[src/rtl/bloom_filter_arbiter_pkg.sv]
// Shared types and widths for the bloom-filter lookup arbiter.
// Latency: none (declarations only).
// Backpressure: n/a.
package bf_arb_pkg;

    localparam int TUPLE_W  = 104;
    localparam int IP_PRO_W = 72;
    localparam int PORT_W   = 16;

    // One flow-lookup key as presented to the filter
    typedef struct packed {
        logic [IP_PRO_W-1:0] ip_pro;
        logic [PORT_W-1:0]   src_port;
        logic [PORT_W-1:0]   dest_port;
    } bf_tuple_t;

    typedef enum logic [1:0] {
        IDLE  = 2'd0,
        ISSUE = 2'd1,
        WAIT  = 2'd2,
        RESP  = 2'd3
    } bf_arb_state_e;

endpackage

[src/rtl/bloom_filter_arbiter_if.sv]
// Requester, response and filter-side signals of the lookup arbiter.
// Latency: none (wiring only).
// Backpressure: req_valid/req_ready, rsp_valid/rsp_ready, bf_readyRecv gates bf_start.
interface bloom_filter_arbiter_if #(
    parameter int NUM_REQ = 4,
    parameter int ID_W    = $clog2(NUM_REQ)
);
    // requester side
    logic [NUM_REQ-1:0]                     req_valid;
    logic [NUM_REQ-1:0]                     req_ready;
    logic [NUM_REQ*bf_arb_pkg::IP_PRO_W-1:0] req_ip_pro;
    logic [NUM_REQ*bf_arb_pkg::PORT_W-1:0]   req_src_port;
    logic [NUM_REQ*bf_arb_pkg::PORT_W-1:0]   req_dest_port;
    // response side
    logic                                   rsp_valid;
    logic                                   rsp_ready;
    logic [ID_W-1:0]                        rsp_id;
    logic                                   rsp_hit;
    logic                                   rsp_err;
    // filter side
    logic [bf_arb_pkg::IP_PRO_W-1:0]         bf_ip_pro;
    logic [bf_arb_pkg::PORT_W-1:0]           bf_src_port;
    logic [bf_arb_pkg::PORT_W-1:0]           bf_dest_port;
    logic                                   bf_start;
    logic                                   bf_readyRecv;
    logic                                   bf_readyRes;
    logic                                   bf_get_Result;

    // master: the arbiter itself
    modport master (
        input  req_valid, req_ip_pro, req_src_port, req_dest_port,
        input  rsp_ready, bf_readyRecv, bf_readyRes, bf_get_Result,
        output req_ready, rsp_valid, rsp_id, rsp_hit, rsp_err,
        output bf_ip_pro, bf_src_port, bf_dest_port, bf_start
    );

    // slave: requesters, response consumer and filter around it
    modport slave (
        output req_valid, req_ip_pro, req_src_port, req_dest_port,
        output rsp_ready, bf_readyRecv, bf_readyRes, bf_get_Result,
        input  req_ready, rsp_valid, rsp_id, rsp_hit, rsp_err,
        input  bf_ip_pro, bf_src_port, bf_dest_port, bf_start
    );

endinterface

[src/rtl/bloom_filter_arbiter_rr_arbiter.sv]
// Round-robin pick of the first set request at or after ptr_i, wrapping.
// Latency: purely combinational.
// Backpressure: none; caller decides whether the grant is used.
module rr_arbiter #(
    parameter int NUM_REQ = 4,
    parameter int ID_W    = $clog2(NUM_REQ)
) (
    input  logic [NUM_REQ-1:0] req_i,
    input  logic [ID_W-1:0]    ptr_i,
    output logic [NUM_REQ-1:0] gnt_o,
    output logic [ID_W-1:0]    idx_o,
    output logic               any_o
);

    int          pos;
    logic [ID_W-1:0] pos_idx;

    // Scan NUM_REQ positions starting at the pointer; first hit wins
    always_comb begin
        gnt_o   = '0;
        idx_o   = '0;
        any_o   = 1'b0;
        pos     = 0;
        pos_idx = '0;
        for (int i = 0; i < NUM_REQ; i++) begin
            pos = int'(ptr_i) + i;
            if (pos >= NUM_REQ) pos = pos - NUM_REQ;
            pos_idx = pos[ID_W-1:0];
            if (!any_o && req_i[pos_idx]) begin
                any_o          = 1'b1;
                gnt_o[pos_idx] = 1'b1;
                idx_o          = pos_idx;
            end
        end
    end

endmodule

[src/rtl/bloom_filter_arbiter.sv]
// Shares one bloom-filter engine among NUM_REQ requesters, one lookup in flight.
// Latency: grant c0, bf_start c1 (if readyRecv), rsp_valid one cycle after readyRes.
// Backpressure: holds tuple while readyRecv=0, holds response while rsp_ready=0; BF_ARB_TIMEOUT_EN adds a WAIT timeout.
module bloom_filter_arbiter
    import bf_arb_pkg::*;
#(
    parameter int NUM_REQ     = 4,
    parameter int ID_W        = $clog2(NUM_REQ),
    parameter int TIMEOUT_CYC = 64
) (
    input  logic                   clk,
    input  logic                   reset,
    bloom_filter_arbiter_if.master bus
);

    localparam logic [1:0] S_IDLE  = IDLE;
    localparam logic [1:0] S_ISSUE = ISSUE;
    localparam logic [1:0] S_WAIT  = WAIT;
    localparam logic [1:0] S_RESP  = RESP;

    logic [1:0]         state_q, state_d;
    logic [ID_W-1:0]    rr_ptr_q, rr_ptr_d;
    logic [TUPLE_W-1:0] tuple_q, tuple_d, tuple_sel;
    logic [ID_W-1:0]    id_q, id_d;
    logic               hit_q, hit_d;
    logic [NUM_REQ-1:0] arb_gnt;
    logic [ID_W-1:0]    arb_idx;
    logic               arb_any;
    bf_tuple_t          tuple_s;

`ifdef BF_ARB_TIMEOUT_EN
    localparam int CNT_W = $clog2(TIMEOUT_CYC + 1);
    logic [CNT_W-1:0] cnt_q, cnt_d;
    logic             err_q, err_d;
`else
    logic unused_timeout;
    assign unused_timeout = (TIMEOUT_CYC < 1);
`endif

    rr_arbiter #(.NUM_REQ(NUM_REQ), .ID_W(ID_W)) u_rr_arbiter (
        .req_i (bus.req_valid),
        .ptr_i (rr_ptr_q),
        .gnt_o (arb_gnt),
        .idx_o (arb_idx),
        .any_o (arb_any)
    );

    // Select the granted requester's tuple from the flat request buses
    always_comb begin
        tuple_sel = '0;
        for (int i = 0; i < NUM_REQ; i++) begin
            if (arb_idx == ID_W'(i)) begin
                tuple_sel = {bus.req_ip_pro[i*IP_PRO_W +: IP_PRO_W],
                             bus.req_src_port[i*PORT_W +: PORT_W],
                             bus.req_dest_port[i*PORT_W +: PORT_W]};
            end
        end
    end

    // Lookup sequencer: grant -> issue -> wait for result -> return response
    always_comb begin
        state_d  = state_q;
        rr_ptr_d = rr_ptr_q;
        tuple_d  = tuple_q;
        id_d     = id_q;
        hit_d    = hit_q;
`ifdef BF_ARB_TIMEOUT_EN
        cnt_d    = cnt_q;
        err_d    = err_q;
`endif
        case (state_q)
            S_IDLE: begin
                if (arb_any) begin
                    tuple_d  = tuple_sel;
                    id_d     = arb_idx;
                    rr_ptr_d = (arb_idx == ID_W'(NUM_REQ - 1)) ? '0 : arb_idx + 1'b1;
                    state_d  = S_ISSUE;
                end
            end
            S_ISSUE: begin
                if (bus.bf_readyRecv) begin
                    state_d = S_WAIT;
`ifdef BF_ARB_TIMEOUT_EN
                    cnt_d   = '0;
`endif
                end
            end
            S_WAIT: begin
                if (bus.bf_readyRes) begin
                    hit_d   = bus.bf_get_Result;
                    state_d = S_RESP;
`ifdef BF_ARB_TIMEOUT_EN
                    err_d   = 1'b0;
                end else if (cnt_q == CNT_W'(TIMEOUT_CYC - 1)) begin
                    hit_d   = 1'b0;
                    err_d   = 1'b1;
                    state_d = S_RESP;
                end else begin
                    cnt_d   = cnt_q + 1'b1;
`endif
                end
            end
            S_RESP: begin
                // no grant in the accepting cycle; the next IDLE cycle arbitrates
                if (bus.rsp_ready) state_d = S_IDLE;
            end
            default: state_d = S_IDLE;
        endcase
    end

    // State and datapath registers; reset abandons any outstanding lookup
    always_ff @(posedge clk or negedge reset) begin
        if (!reset) begin
            state_q  <= S_IDLE;
            rr_ptr_q <= '0;
            tuple_q  <= '0;
            id_q     <= '0;
            hit_q    <= 1'b0;
`ifdef BF_ARB_TIMEOUT_EN
            cnt_q    <= '0;
            err_q    <= 1'b0;
`endif
        end else begin
            state_q  <= state_d;
            rr_ptr_q <= rr_ptr_d;
            tuple_q  <= tuple_d;
            id_q     <= id_d;
            hit_q    <= hit_d;
`ifdef BF_ARB_TIMEOUT_EN
            cnt_q    <= cnt_d;
            err_q    <= err_d;
`endif
        end
    end

    assign tuple_s = bf_tuple_t'(tuple_q);

    // reset gates req_ready so outputs read zero while reset is held
    assign bus.req_ready    = (reset && state_q == S_IDLE) ? arb_gnt : '0;
    assign bus.bf_start     = (state_q == S_ISSUE) && bus.bf_readyRecv;
    assign bus.bf_ip_pro    = tuple_s.ip_pro;
    assign bus.bf_src_port  = tuple_s.src_port;
    assign bus.bf_dest_port = tuple_s.dest_port;
    assign bus.rsp_valid    = (state_q == S_RESP);
    assign bus.rsp_id       = id_q;
    assign bus.rsp_hit      = hit_q;
`ifdef BF_ARB_TIMEOUT_EN
    assign bus.rsp_err      = err_q;
`else
    assign bus.rsp_err      = 1'b0;
`endif

endmodule

[src/flat_wrapper.sv]
// flat-port wrapper written by rule: the top's interface ports become plain ports
module bloom_filter_arbiter_flat import bf_arb_pkg::*;
#(
    parameter int NUM_REQ     = 4,
    parameter int ID_W        = $clog2(NUM_REQ),
    parameter int TIMEOUT_CYC = 64
)
  (clk, reset, bus_req_valid, bus_req_ip_pro, bus_req_src_port, bus_req_dest_port, bus_rsp_ready, bus_bf_readyRecv, bus_bf_readyRes, bus_bf_get_Result, bus_req_ready, bus_rsp_valid, bus_rsp_id, bus_rsp_hit, bus_rsp_err, bus_bf_ip_pro, bus_bf_src_port, bus_bf_dest_port, bus_bf_start);
  bloom_filter_arbiter_if #(.NUM_REQ(NUM_REQ), .ID_W(ID_W)) bus_i ();
  input  logic clk;
  input  logic reset;
  input wire logic [$bits(bus_i.req_valid)-1:0] bus_req_valid;
  input wire logic [$bits(bus_i.req_ip_pro)-1:0] bus_req_ip_pro;
  input wire logic [$bits(bus_i.req_src_port)-1:0] bus_req_src_port;
  input wire logic [$bits(bus_i.req_dest_port)-1:0] bus_req_dest_port;
  input wire logic [$bits(bus_i.rsp_ready)-1:0] bus_rsp_ready;
  input wire logic [$bits(bus_i.bf_readyRecv)-1:0] bus_bf_readyRecv;
  input wire logic [$bits(bus_i.bf_readyRes)-1:0] bus_bf_readyRes;
  input wire logic [$bits(bus_i.bf_get_Result)-1:0] bus_bf_get_Result;
  output wire logic [$bits(bus_i.req_ready)-1:0] bus_req_ready;
  output wire logic [$bits(bus_i.rsp_valid)-1:0] bus_rsp_valid;
  output wire logic [$bits(bus_i.rsp_id)-1:0] bus_rsp_id;
  output wire logic [$bits(bus_i.rsp_hit)-1:0] bus_rsp_hit;
  output wire logic [$bits(bus_i.rsp_err)-1:0] bus_rsp_err;
  output wire logic [$bits(bus_i.bf_ip_pro)-1:0] bus_bf_ip_pro;
  output wire logic [$bits(bus_i.bf_src_port)-1:0] bus_bf_src_port;
  output wire logic [$bits(bus_i.bf_dest_port)-1:0] bus_bf_dest_port;
  output wire logic [$bits(bus_i.bf_start)-1:0] bus_bf_start;
  assign bus_i.req_valid = bus_req_valid;
  assign bus_i.req_ip_pro = bus_req_ip_pro;
  assign bus_i.req_src_port = bus_req_src_port;
  assign bus_i.req_dest_port = bus_req_dest_port;
  assign bus_i.rsp_ready = bus_rsp_ready;
  assign bus_i.bf_readyRecv = bus_bf_readyRecv;
  assign bus_i.bf_readyRes = bus_bf_readyRes;
  assign bus_i.bf_get_Result = bus_bf_get_Result;
  assign bus_req_ready = bus_i.req_ready;
  assign bus_rsp_valid = bus_i.rsp_valid;
  assign bus_rsp_id = bus_i.rsp_id;
  assign bus_rsp_hit = bus_i.rsp_hit;
  assign bus_rsp_err = bus_i.rsp_err;
  assign bus_bf_ip_pro = bus_i.bf_ip_pro;
  assign bus_bf_src_port = bus_i.bf_src_port;
  assign bus_bf_dest_port = bus_i.bf_dest_port;
  assign bus_bf_start = bus_i.bf_start;
  bloom_filter_arbiter #(.NUM_REQ(NUM_REQ), .ID_W(ID_W), .TIMEOUT_CYC(TIMEOUT_CYC)) u_core (.clk(clk), .reset(reset), .bus(bus_i));
endmodule
[config.mk]
export PLATFORM = sky130hd
export DESIGN_NAME = bloom_filter_arbiter_flat
export DESIGN_NICKNAME = d
export VERILOG_FILES = /design/src/rtl/bloom_filter_arbiter_pkg.sv /design/src/rtl/bloom_filter_arbiter_if.sv /design/src/rtl/bloom_filter_arbiter_rr_arbiter.sv /design/src/rtl/bloom_filter_arbiter.sv /design/src/flat_wrapper.sv
export SDC_FILE = /design/constraint.sdc
export NUM_CORES = 1
export LEC_CHECK = 0
export ABC_CLOCK_PERIOD_IN_PS = 3300
export BUFFER_PORTS_ARGS = -buffer_cell sky130_fd_sc_hd__buf_2
export CAP_MARGIN = 20
export CORE_AREA = 5 5 206 208
export DETAILED_ROUTE_END_ITERATION = 8
export DIE_AREA = 0 0 211 213
export MAX_ROUTING_LAYER = met4
export PLACE_DENSITY_LB_ADDON = 0.08
export REMOVE_ABC_BUFFERS = 1
export SYNTH_ARGS = -nofsm -noshare
export SYNTH_HDL_FRONTEND = slang
export SYNTH_HIERARCHICAL = 1
export SYNTH_SLANG_ARGS = --single-unit
[constraint.sdc]
create_clock -name clk -period 3.3 [get_ports clk]
set_input_delay 0.495 -clock clk [delete_from_list [all_inputs] [get_ports clk]]
set_output_delay 0.495 -clock clk [all_outputs]
set_load 0.005 [all_outputs]
**Word level (Yosys, flattened, before mapping)**

Index checks and enable logic that the tools add are counted.

- Flip-flop bits (word level): 111

- $add $sub $neg: 8
- $lt $le $gt $ge: 12
- Equality and inequality tests: 10
- Muxes and demuxes: 43
- Bitwise logic cells: 3
- Reductions and logical operators: 17

Operator list:

| operator | number |
|---|---|
| two-way mux 104 bit | 4 |
| two-way mux 2 bit | 13 |
| two-way mux 4 bit | 5 |
| < comparator 2 x 3 -> 1 bit (second input constant) | 4 |
| two-way mux 1 bit | 12 |
| bitwise OR 4 bit | 3 |
| >= comparator 3 bit (second input constant) | 3 |
| logical AND 1 bit | 9 |
| binary-select mux 1 bit (select 2 bit) | 4 |
| demux 1 bit (select 2 bit) | 4 |
| == test 2 bit (second input constant) | 4 |
| >= comparator 2 x 1 -> 1 bit (second input constant) | 4 |
| one-hot mux 2 bit (4 select lines) | 1 |
| subtractor 2 x 1 -> 2 bit (second input constant) | 4 |
| adder 2 x 2 -> 3 bit (second input constant) | 2 |
| inequality test 2 bit (second input constant) | 3 |
| == test 2 x 1 -> 1 bit (second input constant) | 2 |
| zero test 2 bit | 2 |
| AND reduction 2 bit | 2 |
| AND reduction 4 bit | 1 |
| adder 2 x 1 -> 3 bit (second input constant) | 1 |
| >= comparator 2 x 3 -> 1 bit (second input constant) | 1 |
| zero test 1 bit | 3 |
| adder 2 x 1 -> 2 bit (second input constant) | 1 |
| inequality test 2 x 1 -> 1 bit (second input constant) | 1 |

**Longest topological paths before layout**

- Word-level depth: 19
- Depth in mapped cells: 16
- Depth with buffers taken out: 11

**Cells and area by module**

The synthesis kept the hierarchy.

Modules (own cells, without submodules):

| module | times used | cells each | area each (µm²) | seq. area each (µm²) |
|---|---|---|---|---|
| bloom_filter_arbiter | 1 | 653 | 6816.5 | 2777.7 |
| rr_arbiter | 1 | 45 | 419.2 | 0.0 |

**Worst setup path after synthesis**

Ideal clock, no wire load.

- Kind: reg-to-reg
- From: reg u_core.rr_ptr_q[0]
- To: reg u_core.tuple_q[35]
- Library setup time: 135 ps
- Arrival time: 3170 ps
- Slack: -5 ps
- Stages on the path, launching flop included: 15
- Path buffers: 5
- Clock period less this slack: 3305 ps
- Cells stage by stage: dfrtp_1 buf_6 inv_1 ha_1 mux4_2 buf_6 nor4b_4 nor2_1 a32o_1 ha_1 buf_4 buf_2 buf_1 a222oi_1 a211oi_2

- Longest elaborated chain between the ends: 19

Ends and longest elaborated chain:

| item | RTL line | text |
|---|---|---|
| from (decl) | bloom_filter_arbiter.sv:22 | `logic [ID_W-1:0] rr_ptr_q, rr_ptr_d;` |
| from (signal assigned) | bloom_filter_arbiter.sv:125 | `rr_ptr_q <= rr_ptr_d;` |
| parallel branches: the longest is 13 deep, another holds adder 2 x 1 -> 3 bit | n/a |  |
| two-way mux 2 bit (*) | bloom_filter_arbiter_rr_arbiter.sv:29 | `if (!any_o && req_i[pos_idx]) begin` |
| net u_core.arb_idx[1] | bloom_filter_arbiter.sv:27 | `logic [ID_W-1:0] arb_idx;` |
| zero test 2 bit | bloom_filter_arbiter.sv:52 | `if (arb_idx == ID_W'(i)) begin` |
| two-way mux 104 bit (3 in a row) | bloom_filter_arbiter.sv:52 |  |
| two-way mux 104 bit (*) | bloom_filter_arbiter.sv:52 |  |
| to (signal assigned) | bloom_filter_arbiter.sv:126 | `tuple_q <= tuple_d;` |
| to (decl) | bloom_filter_arbiter.sv:23 | `logic [TUPLE_W-1:0] tuple_q, tuple_d, tuple_sel;` |

Mark *: on every way through the listed nets, which the timed path passes. The select of a mux whose other input is x is not followed.
A chain may end at the register's enable or synchronous reset.

**Worst setup path after layout**

- From: reg u_core.rr_ptr_q[1]
- To: reg u_core.tuple_q[6]

The elaborated chain is that of the path after synthesis.

==> summary.txt <==
Synthesis
  • Synth Area per Inst: 10.4 um^2
  • Cells after synthesis: 698
  • #FFs+latches synth: 111
  • Yosys warning total: 6
  • Post-synth ARST share: 1.00
  • Number of flops mapped to enable cells by yosys: 0
  • Leading area contributor after synthesis: dfrtp_1
  • Synth cell types: 40
  • Sequential area share after synthesis: 0.384
  • Netlist Area Pre-Place: 7240 um^2
  • Ys flop type: dfrtp_1
  • Yosys top cell area share: 0.384
  • Area contributors post-synth: dfrtp_1 (38%), a222oi_1 (14%), a211oi_2 (12%), nor3b_1 (11%), nor2_1 (5.6%)

Routing
  • Via total after detailed routing: 8568
  • Drt first pass iters: 9
  • WL final: 42.4 mm
  • DRC: 5
  • Vias per Instance: 4.78
  • Antenna violation net count after detailed routing: 0
  • WL per Instance: 23.6 um
  • Starting DRT DRC Count: 841

Status
  • Violated checks: DRC, setup timing
  • Status: finished with violations

Placed design
  • Detailed Place HPWL: 30.2 mm
  • RePlAce Congestion: 0.789
  • Port-buffer cells: 538
  • Post-Place Setup Slack: -0.167 ns

STA
  • Final Max Slew Viols: 0
  • Period Utilization, post-route: 1.00
  • Finish-stage setup viols: 2
  • RSZ-0062 raised after global routing: yes
  • Crit path time final: 3.32 ns
  • Worst slew pin tran: 0.783 ns
  • Setup Skew: 0.0102 ns
  • Setup ws final: -0.0158 ns
  • Rel. slew slack: 0.478
  • Fmax: 0.302 GHz
  • Final hold viol count: 0

Power and ir drop
  • Tot Pwr: 0.0168 W
  • Power Density: 1420 nW/um^2
  • VDD IR-drop max: 0.000699 V
  • Leakage: 5.16 nW

Worst setup path
  • CP required: 3.55 ns
  • Startpoint types: register
  • FF-to-FF Start: u_core/rr_ptr_q[1]
  • Crit Path Max Fanout: 6
  • WP data arrival: 3.56 ns
  • Critical path type: register to register
  • R2r worst-path depth: 14
  • FF-to-FF End: u_core/tuple_q[6]
  • Crit end category: register
  • Flop2flop setup slack: -0.02 ns

Floorplanning
  • Die width: 211 um
  • DIE HEIGHT: 213 um
  • Initial Util: 0.179
  • Die ar.: 44900 um^2
  • Core area: 40400 um^2
  • Rows: 74
  • IO Pins: 540

Clocking
  • Clock-pin slew of the registers on the worst-case setup and hold paths: 0.08 ns
  • H-tree depth: 3
  • Number of clock sinks: 111
  • Clock latency on the worst-skew pair: 0.38 ns
  • Hold Buf Count CTS: 0
  • CTS root buf: clkbuf_16
  • Clock buffer depth: 2
  • TritonCTS Buffers: 9
  • CTS tree: built

Finish
  • Post-layout util: 0.293
  • Nets@finish: 1690
  • Most common cell after layout, fill and taps aside: buf_2
  • Sequential cell area: 2780 um^2
  • Area of the multi-input gates: 4130 um^2
  • Fillers: 4408
  • Most frequent cells in the layout: buf_2 (537), dfrtp_1 (111), nor2_1 (106)
  • Layout cells sized above 1: 0.587
  • Synthesis-to-layout area growth: 63.3%

Global routing
  • Largest net degree at the start of global routing: 112
  • Initial antenna violation count: 9
  • Vias in the first global route: 8943
  • GRT Total Usage: 0.175
  • Global-route wire length before repair: 58.1 mm
  • Total grt overflow: 0

Worst hold path
  • Hold/Removal Path Class: input port to async pin

Run
  • Max Cap Viol: 0
==> power by group <==
group	internal [W]	switching, W	leakage [nW]
Combinational	0.00629	0.00678	3.74
Clock	0.000616	0.000604	0.149
Sequential	0.00215	0.000391	1.27
==> routing by layer <==
metal / GRT usage / wire length [um] / part of all wire / vias to the layer above
met2: 0.295 / 21400 / 0.51 / 416
met3: 0.0395 / 3000 / 0.071 / 44
met5: - / 0 / 0 / -
li1: - / - / - / 3942
met4: 0.0447 / 656 / 0.015 / 0
met1: 0.213 / 17300 / 0.41 / 4166
==> worst max-delay path, cell delays in order, from the launching register on <==
cell and delay [ns]:
dfrtp_1 0.41, buf_6 0.11, mux4_2 0.52, buf_6 0.15
and2b_2 0.19, o21ai_0 0.20, o31ai_2 0.12, inv_1 0.19
ha_4 0.25, nor3b_4 0.08, buf_8 0.16, clkbuf_16 0.17
buf_6 0.11, a222oi_1 0.38, a211oi_2 0.13
==> Yosys cell counts, types with 2 or more instances <==
cell and number:
buf_2 28, dfrtp_1 111, clkbuf_1 40, a22oi_1 8, mux2_2 4, ha_1 13
a21oi_1 4, buf_6 2, mux4_1 2, a211oi_2 70, o21ai_0 7, inv_1 9
mux4_2 2, nor4_1 2, and2_1 2, a222oi_1 103, buf_4 11, buf_1 3
nor3b_1 103, o31ai_1 2, and3_1 4, a211oi_1 33, nor2b_1 4, nor2_1 107
nand2_1 9
==> registers in the layout, indices dropped and copies added, names as in the netlist <==
| signal | flops |
|---|---|
| u_core/rr_ptr_q | 2 |
| u_core/state_q | 2 |
| u_core/tuple_q | 104 |
| u_core/bus.rsp_id | 2 |
| u_core/bus.rsp_hit | 1 |
==> how the worst max path moves through the flow <==
| stage | start | endpoint | slack (ns) | cells past startpoint |
|---|---|---|---|---|
| finish | u_core/rr_ptr_q[1] | u_core/tuple_q[6] | -0.02 | 14 |
| global route | u_core/rr_ptr_q[1] | u_core/tuple_q[70] | -0.14 | 14 |
| CTS | u_core/rr_ptr_q[1] | u_core/tuple_q[65] | -0.02 | 14 |
| detailed placement | bus_req_valid[0] | u_core/tuple_q[31] | -0.17 | 12 |
| global placement | bus_req_valid[0] | u_core/tuple_q[72] | -0.23 | 11 |
| floorplan | u_core/rr_ptr_q[0] | u_core/tuple_q[0] | -5.71 | 8 |
==> cells by family (layout without fill, tap and decap cells) <==
logic type | count (synthesis) | count (layout) | synth area share
buf+inv | 93 | 651 | 0.0609
flops | 111 | 111 | 0.384
simple gates | 239 | 239 | 0.189
other cells | 1 | 7 | 0.000518
compound gates | 232 | 232 | 0.322
fa+ha+maj | 13 | 13 | 0.0225
mux | 9 | 9 | 0.0211
==> layout make-up <==
| cell class | instances | share of cell area |
|---|---|---|
| Multi-Input combinational cell | 494 | 0.350 |
| Timing Repair Buffer | 626 | 0.329 |
| Antenna cell | 6 | 0.00127 |
| Clock inverter | 6 | 0.00583 |
| Clock buffer | 10 | 0.0202 |
| Sequential cell | 111 | 0.235 |
| Tap cell | 532 | 0.0563 |
| Inverter | 9 | 0.00286 |
==> through the flow <==
| stage | hold WS (ns) | area, um^2 | std cells | TNS [ns] |
|---|---|---|---|---|
| floorplan | 0.199 | 6830 | 614 | -589.86 |
| global placement | 0.464 | 11000 | 1753 | -7.99 |
| detailed placement | 0.480 | 11000 | 1753 | -4.08 |
| CTS | 0.329 | 11400 | 1771 | -0.0446 |
| global route | 0.345 | 11800 | 1794 | -8.16 |
| finish | 0.261 | 11800 | 1794 | -0.0189 |
==> timing repair <==
item | in CTS | in global routing
hold endpoints to repair | 0 | 0
gates cloned | 1 | 9
endpoints found under the setup margin | 79 | 103
resized for setup | 4 | 32
pin swaps | 1 | 97
buffers inserted | 1 | 16
Power figures use the tool's default switching activity.
